--- config.mk ---
export PLATFORM = sky130hd
export DESIGN_NAME = exu_arbiter_flat
export DESIGN_NICKNAME = d
export VERILOG_FILES = /design/src/rtl/exu_arbiter_if.sv /design/src/rtl/exu_arbiter.sv /design/src/flat_wrapper.sv
export SDC_FILE = /design/constraint.sdc
export NUM_CORES = 1
export LEC_CHECK = 0
export BUFFER_PORTS_ARGS = -buffer_cell sky130_fd_sc_hd__buf_2
export CORE_MARGIN = 5
export CORE_UTILIZATION = 30
export DETAILED_ROUTE_END_ITERATION = 10
export GPL_TIMING_DRIVEN = 0
export PLACE_DENSITY = 0.66
export SYNTH_ARGS = -nofsm -noshare
export SYNTH_HDL_FRONTEND = slang
export SYNTH_SLANG_ARGS = --single-unit
export TNS_END_PERCENT = 30
--- constraint.sdc ---
create_clock -name clk -period 4.3 [get_ports clk]
set_clock_uncertainty 0.1 [all_clocks]
set_input_delay 0.86 -clock clk [delete_from_list [all_inputs] [get_ports clk]]
set_output_delay 0.86 -clock clk [all_outputs]
set_load 0.1 [all_outputs]
--- src/rtl/exu_arbiter_if.sv ---
// rtl/exu_arbiter_if.sv - requester and execution-unit handshake bundle for exu_arbiter
interface exu_arbiter_if;
    logic        r0_req;
    logic [19:0] r0_sig;
    logic [31:0] r0_src1;
    logic [31:0] r0_src2;
    logic        r1_req;
    logic [19:0] r1_sig;
    logic [31:0] r1_src1;
    logic [31:0] r1_src2;
    logic        r0_gnt;
    logic        r1_gnt;
    logic        r0_done;
    logic        r1_done;
    logic [31:0] r_result;
    logic [2:0]  r_exception;
    logic [19:0] ex_sig;
    logic [31:0] ex_src1;
    logic [31:0] ex_src2;
    logic        ex_out_valid;
    logic [31:0] ex_result;
    logic [2:0]  ex_exception;
    logic        ex_in_valid;
    logic        busy;

    modport master (
        input  r0_req, r0_sig, r0_src1, r0_src2,
        input  r1_req, r1_sig, r1_src1, r1_src2,
        input  ex_result, ex_exception, ex_in_valid,
        output r0_gnt, r1_gnt, r0_done, r1_done, r_result, r_exception,
        output ex_sig, ex_src1, ex_src2, ex_out_valid, busy
    );

    modport slave (
        output r0_req, r0_sig, r0_src1, r0_src2,
        output r1_req, r1_sig, r1_src1, r1_src2,
        output ex_result, ex_exception, ex_in_valid,
        input  r0_gnt, r1_gnt, r0_done, r1_done, r_result, r_exception,
        input  ex_sig, ex_src1, ex_src2, ex_out_valid, busy
    );
endinterface

--- src/rtl/exu_arbiter.sv ---
// rtl/exu_arbiter.sv - two-requester round-robin arbiter in front of a single execution unit
// Optional WAIT watchdog enabled by defining EXU_ARB_TIMEOUT_EN (abort after TIMEOUT cycles).
module exu_arbiter #(
    parameter int TIMEOUT = 127
) (
    input  logic          clk,
    input  logic          rstn,
    exu_arbiter_if.master bus
);
    typedef enum logic [1:0] {S_IDLE, S_ISSUE, S_WAIT, S_RESP} state_t;

    state_t      r_state;
    state_t      w_next;
    logic        r_last;
    logic        r_win;
    logic        r_gnt_stb;
    logic [19:0] r_sig;
    logic [31:0] r_src1;
    logic [31:0] r_src2;
    logic [31:0] r_res;
    logic [2:0]  r_exc;

    logic        w_any;
    logic        w_pick;
    logic [19:0] w_sel_sig;
    logic        w_illegal;
    logic        w_timeout;

    if (TIMEOUT < 1) begin : g_bad_timeout
        $error("exu_arbiter: TIMEOUT must be at least 1");
    end

    assign w_any     = bus.r0_req | bus.r1_req;
    // r_last=1 means r1 won last time, so r0 gets the tie
    assign w_pick    = (bus.r0_req & bus.r1_req) ? ~r_last : bus.r1_req;
    assign w_sel_sig = w_pick ? bus.r1_sig : bus.r0_sig;
    assign w_illegal = (w_sel_sig[16:0] == 17'd0);

`ifdef EXU_ARB_TIMEOUT_EN
    localparam int CW = $clog2(TIMEOUT + 1);
    logic [CW-1:0] r_wait_cnt;

    always_ff @(posedge clk) begin
        if (!rstn || r_state != S_WAIT) begin
            r_wait_cnt <= '0;
        end else begin
            r_wait_cnt <= r_wait_cnt + 1'b1;
        end
    end

    assign w_timeout = (r_wait_cnt == CW'(TIMEOUT - 1));
`else
    assign w_timeout = 1'b0;
`endif

    always_comb begin
        w_next = r_state;
        case (r_state)
            S_IDLE:  if (w_any) w_next = w_illegal ? S_RESP : S_ISSUE;
            S_ISSUE: w_next = S_WAIT;
            S_WAIT:  if (bus.ex_in_valid || w_timeout) w_next = S_RESP;
            S_RESP:  w_next = S_IDLE;
            default: w_next = S_IDLE;
        endcase
    end

    always_ff @(posedge clk) begin
        if (!rstn) begin
            r_state   <= S_IDLE;
            r_last    <= 1'b1;
            r_win     <= 1'b0;
            r_gnt_stb <= 1'b0;
            r_sig     <= '0;
            r_src1    <= '0;
            r_src2    <= '0;
            r_res     <= '0;
            r_exc     <= '0;
        end else begin
            r_state   <= w_next;
            r_gnt_stb <= (r_state == S_IDLE) && w_any;
            if (r_state == S_IDLE && w_any) begin
                r_win  <= w_pick;
                r_last <= w_pick;
                r_sig  <= w_sel_sig;
                r_src1 <= w_pick ? bus.r1_src1 : bus.r0_src1;
                r_src2 <= w_pick ? bus.r1_src2 : bus.r0_src2;
                if (w_illegal) begin
                    r_res <= '0;
                    r_exc <= 3'b001;
                end
            end
            if (r_state == S_WAIT) begin
                if (bus.ex_in_valid) begin
                    r_res <= bus.ex_result;
                    r_exc <= bus.ex_exception;
                end else if (w_timeout) begin
                    r_res <= '0;
                    r_exc <= 3'b111;
                end
            end
        end
    end

    // grant strobe lands on ISSUE, or on RESP for an illegal op
    assign bus.r0_gnt       = r_gnt_stb & ~r_win;
    assign bus.r1_gnt       = r_gnt_stb &  r_win;
    assign bus.r0_done      = (r_state == S_RESP) & ~r_win;
    assign bus.r1_done      = (r_state == S_RESP) &  r_win;
    assign bus.r_result     = r_res;
    assign bus.r_exception  = r_exc;
    assign bus.ex_sig       = r_sig;
    assign bus.ex_src1      = r_src1;
    assign bus.ex_src2      = r_src2;
    assign bus.ex_out_valid = (r_state == S_ISSUE);
    assign bus.busy         = (r_state != S_IDLE);
endmodule

--- src/flat_wrapper.sv ---
// flat-port wrapper written by rule: the top's interface ports become plain ports
module exu_arbiter_flat 
#(
    parameter int TIMEOUT = 127
)
  (clk, rstn, bus_r0_req, bus_r0_sig, bus_r0_src1, bus_r0_src2, bus_r1_req, bus_r1_sig, bus_r1_src1, bus_r1_src2, bus_ex_result, bus_ex_exception, bus_ex_in_valid, bus_r0_gnt, bus_r1_gnt, bus_r0_done, bus_r1_done, bus_r_result, bus_r_exception, bus_ex_sig, bus_ex_src1, bus_ex_src2, bus_ex_out_valid, bus_busy);
  exu_arbiter_if bus_i ();
  input  logic clk;
  input  logic rstn;
  input wire logic [$bits(bus_i.r0_req)-1:0] bus_r0_req;
  input wire logic [$bits(bus_i.r0_sig)-1:0] bus_r0_sig;
  input wire logic [$bits(bus_i.r0_src1)-1:0] bus_r0_src1;
  input wire logic [$bits(bus_i.r0_src2)-1:0] bus_r0_src2;
  input wire logic [$bits(bus_i.r1_req)-1:0] bus_r1_req;
  input wire logic [$bits(bus_i.r1_sig)-1:0] bus_r1_sig;
  input wire logic [$bits(bus_i.r1_src1)-1:0] bus_r1_src1;
  input wire logic [$bits(bus_i.r1_src2)-1:0] bus_r1_src2;
  input wire logic [$bits(bus_i.ex_result)-1:0] bus_ex_result;
  input wire logic [$bits(bus_i.ex_exception)-1:0] bus_ex_exception;
  input wire logic [$bits(bus_i.ex_in_valid)-1:0] bus_ex_in_valid;
  output wire logic [$bits(bus_i.r0_gnt)-1:0] bus_r0_gnt;
  output wire logic [$bits(bus_i.r1_gnt)-1:0] bus_r1_gnt;
  output wire logic [$bits(bus_i.r0_done)-1:0] bus_r0_done;
  output wire logic [$bits(bus_i.r1_done)-1:0] bus_r1_done;
  output wire logic [$bits(bus_i.r_result)-1:0] bus_r_result;
  output wire logic [$bits(bus_i.r_exception)-1:0] bus_r_exception;
  output wire logic [$bits(bus_i.ex_sig)-1:0] bus_ex_sig;
  output wire logic [$bits(bus_i.ex_src1)-1:0] bus_ex_src1;
  output wire logic [$bits(bus_i.ex_src2)-1:0] bus_ex_src2;
  output wire logic [$bits(bus_i.ex_out_valid)-1:0] bus_ex_out_valid;
  output wire logic [$bits(bus_i.busy)-1:0] bus_busy;
  assign bus_i.r0_req = bus_r0_req;
  assign bus_i.r0_sig = bus_r0_sig;
  assign bus_i.r0_src1 = bus_r0_src1;
  assign bus_i.r0_src2 = bus_r0_src2;
  assign bus_i.r1_req = bus_r1_req;
  assign bus_i.r1_sig = bus_r1_sig;
  assign bus_i.r1_src1 = bus_r1_src1;
  assign bus_i.r1_src2 = bus_r1_src2;
  assign bus_i.ex_result = bus_ex_result;
  assign bus_i.ex_exception = bus_ex_exception;
  assign bus_i.ex_in_valid = bus_ex_in_valid;
  assign bus_r0_gnt = bus_i.r0_gnt;
  assign bus_r1_gnt = bus_i.r1_gnt;
  assign bus_r0_done = bus_i.r0_done;
  assign bus_r1_done = bus_i.r1_done;
  assign bus_r_result = bus_i.r_result;
  assign bus_r_exception = bus_i.r_exception;
  assign bus_ex_sig = bus_i.ex_sig;
  assign bus_ex_src1 = bus_i.ex_src1;
  assign bus_ex_src2 = bus_i.ex_src2;
  assign bus_ex_out_valid = bus_i.ex_out_valid;
  assign bus_busy = bus_i.busy;
  exu_arbiter #(.TIMEOUT(TIMEOUT)) u_core (.clk(clk), .rstn(rstn), .bus(bus_i));
endmodule
==> metrics.md <==
| Metric | Value |
|---|---|
| Status | completed |
| RSZ-0062 raised after global routing | false |
| Commonest cells in the netlist | dfxtp_1 (124), nand2_1 (119), mux2i_1 (84), o211a_1 (84), clkbuf_1 (36) |
| Register Area | 2480 sq um |
| Worst path required time | 4550 ps |
| Gr ovfl total | 0 |
| Setup-failing EPs final | 0 |
| Hold path start | u_core.bus.r_result[10] |
| Per-cell routed wire length | 16.5 um |
| Number of enable flip-flop cells after synthesis | 0 |
| Clk pwr share | 0.349 |
| Post-synthesis sequential area ratio | 0.444 |
| Seq cells post-synth | 124 |
| Startpoint Class | flop |
| Switching power summed over all nets | 0.00178 W |
| Die H | 146 um |
| Synthesized area | 5590 sq um |
| Main combinational cell family by area after synthesis | compound AO/OA/AOI/OAI gates |
| Hold EP | u_core.bus.r_result[10] |
| Crit Path Category | flop to flop |
| Total track usage | 0.174 |
| Clock latency on the worst-skew pair | 400 ps |
| Initial antenna violation count | 0 |
| Multi-input logic area | 2850 sq um |
| Synth Flop Type | dfxtp_1 |
| Ant diodes | 0 |
| H-tree levels | 4 |
| Switch share | 0.410 |
| Die area | 21500 sq um |
| Number of nets in the final layout | 1148 |
| Pre-CTS setup slack | 1370 ps |
| Sink Count | 124 |
| Number of nets still failing antenna checks after routing | 0 |
| CTS root buf | clkbuf_16 |
| Vias in the first global route | 5801 |
| Max-Cap Viols | 0 |
| Number of hold buffers added after CTS | 0 |
| First-pass GRT wire length | 30.2 mm |
| Final Worst Setup Slack | 1660 ps |
| Most common cell in the netlist | dfxtp_1 |
| Share of layout cells above drive strength 1 | 0.402 |
| FF-to-FF path depth | 7 |
| Largest cells by area after synthesis | dfxtp_1 (44%), mux2i_1 (15%), o211a_1 (15%), nand2_1 (8.0%), o22ai_1 (3.8%) |
| Yosys top cell by area | dfxtp_1 |
| Power per cell area | 532 nW/um^2 |
| Final count of hold timing violations | 0 |
| Area Overhead vs Synth | 46.0% |
| Distinct cells, synth | 34 |
| Setup TNS Final | 0 ps |
| Syn Inst Count | 585 |
| Int Pwr | 0.00256 W |
| Placed wire-length estimate | 15.3 mm |
| Routed vias | 5700 |
| Worst Hold Depth | 2 |
| Drt drc | 0 |
| Initial DRC Count | 165 |
| Largest net degree at the start of global routing | 17 |
| Vias per std cell | 4.82 |
| Gate power share | 0.345 |
| Crit-path max FO | 10 |
| Post-synthesis simple-gate area fraction | 0.141 |
| LEAKAGE | 4.63 nW |
| Mux contribution to synthesized area | 0.150 |
| Die X | 146 um |
| Yosys warnings | 0 |
| Max clock buf depth | 2 |
| Area share of the largest cell type after synthesis | 0.444 |
| Post-Syn Nets | 798 |
| Adder-Cell Fraction of Synth Area | 0.0112 |
| Routed WL | 19.5 mm |
| Worst Max-Slew Pin Slew | 870 ps |
| GP Congestion | 0.850 |
| Hold WC Path Type | flop to flop |
| Achievable Freq | 379 MHz |
| Starting Density | 0.302 |
| Rows | 50 |
| R2r setup slk | 1660 ps |
| Initial DRT Pass Iterations | 4 |
| Post-CTS resize count | 0 |
| Reg clk slew, reported paths | 60 ps |
| Slew HR | 0.420 |
| Min Tclk post-route | 2640 ps |
| Tcrit/Tclk final | 0.614 |
| Reg power frac | 0.305 |
| Min Hold Slack | 375 ps |
| Compound-Gate Fraction of Synth Area | 0.208 |
| I/O pin cnt | 333 |
| Max VDD drop | 263 uV |
| Core box area | 18500 sq um |
| Fill cells | 1862 |
| CTS tree | built |
| Setup Buffers After CTS | 0 |
| Critical R2R Capture | u_core.bus.ex_src1[27] |
| Synth Area per Inst | 9.55 sq um |
| Xor and xnor area share after synthesis | 0 |
| Cts bufs inserted | 17 |
| Worst EP arrival | 2900 ps |
| R2R Path Start | u_core.r_state[0] |
| Post-synth ARST share | 0 |
| Port Buf Inserts | 331 |
| CP endpoint kind | flop |
| Final Max Slew Viols | 0 |
-- how the worst max path moves through the flow --
stage | startpoint | to | slack (ps)
after global routing | u_core.r_state[1] | u_core.bus.ex_src1[25] | 1420
final | u_core.r_state[0] | u_core.bus.ex_src1[27] | 1660
after global placement | bus_r1_req | u_core.bus.ex_src2[27] | 1340
after CTS | u_core.r_state[0] | u_core.bus.ex_src2[19] | 1610
after floorplan | u_core.r_state[1] | bus_r0_done | 1480
after detailed placement | bus_r1_req | u_core.bus.ex_src2[27] | 1370
-- stage by stage --
step / instances / total power [W] / utilization / cell area (sq um)
after floorplan: 585 / 0.00252 / - / 5590
after global placement: 1150 / 0.00285 / 0.407 / 7540
after detailed placement: 1150 / 0.00286 / 0.407 / 7540
after CTS: 1182 / 0.00439 / 0.441 / 8160
after global routing: 1182 / 0.00452 / 0.441 / 8160
final: 1182 / 0.00434 / 0.441 / 8160
-- cells in the final DEF (no fill, tap or decap), types with 2 or more instances in the layout --
master,count
clkbuf_16,17
o311a_1,2
dfxtp_1,124
inv_6,2
nor3_1,4
nor2_1,5
or4_1,3
nor4_1,3
bufinv_16,4
clkinv_4,4
clkinv_2,2
o22ai_1,34
o21ai_0,4
buf_4,3
nor2b_1,4
mux2i_1,84
clkbuf_1,38
o211a_1,84
nand2_1,119
inv_1,3
buf_2,346
nand3_1,34
buf_1,2
and2_1,3
ha_1,5
-- flip-flops by register name (all words and copies together) (netlist names) --
signal                  count
u_core.bus.ex_sig          20
u_core.r_last               1
u_core.bus.r_exception      3
u_core.r_state              2
u_core.bus.ex_src1         32
u_core.r_win                1
u_core.bus.r_result        32
u_core.r_gnt_stb            1
u_core.bus.ex_src2         32
-- logic make-up (layout without fill, tap and decap cells) --
family                   count (synthesis)  count (layout)
AND/OR/NAND/NOR                        181             181
AO/OA/AOI/OAI                          132             132
multiplexers                            84              84
flip-flops                             124             124
buffers and inverters                   59             422
adder cells (fa/ha/maj)                  5               5
-- per-layer routing --
layer,track usage,share of wire,routed length [um],vias up
met2,0.290,0.47,9240,214
met5,0,0,0,-
met4,0.0470,0.017,322,0
met1,0.217,0.44,8500,2636
met3,0.0574,0.073,1420,22
li1,-,-,-,2828
-- critical path, cell delays in order, from the launching register on --
cell      delay [ps]
dfxtp_1          330
inv_1            120
ha_1             270
inv_1             80
nor2_1           500
clkbuf_1         540
buf_1            450
o211a_1          200
-- layout make-up --
class                      count  share of cell area
tap                          234              0.0359
inverter                       3             0.00138
multi-input combinational    402               0.350
clock inverter                13              0.0233
timing repair buffer         331               0.203
clock buffer                  19              0.0531
buffer                        56              0.0294
sequential                   124               0.304
-- power by group through the flow --
stage / Sequential (W) / Combinational (W) / Clock [W]
2_1_floorplan: 0.00215 / 0.000369 / 0
3_3_place_gp: 0.00134 / 0.00150 / 0
3_5_place_dp: 0.00135 / 0.00151 / 0
4_1_cts: 0.00133 / 0.00151 / 0.00155
5_1_grt: 0.00134 / 0.00157 / 0.00161
6_report: 0.00133 / 0.00150 / 0.00152
Note: power is estimated with default switching activity, not from simulation.
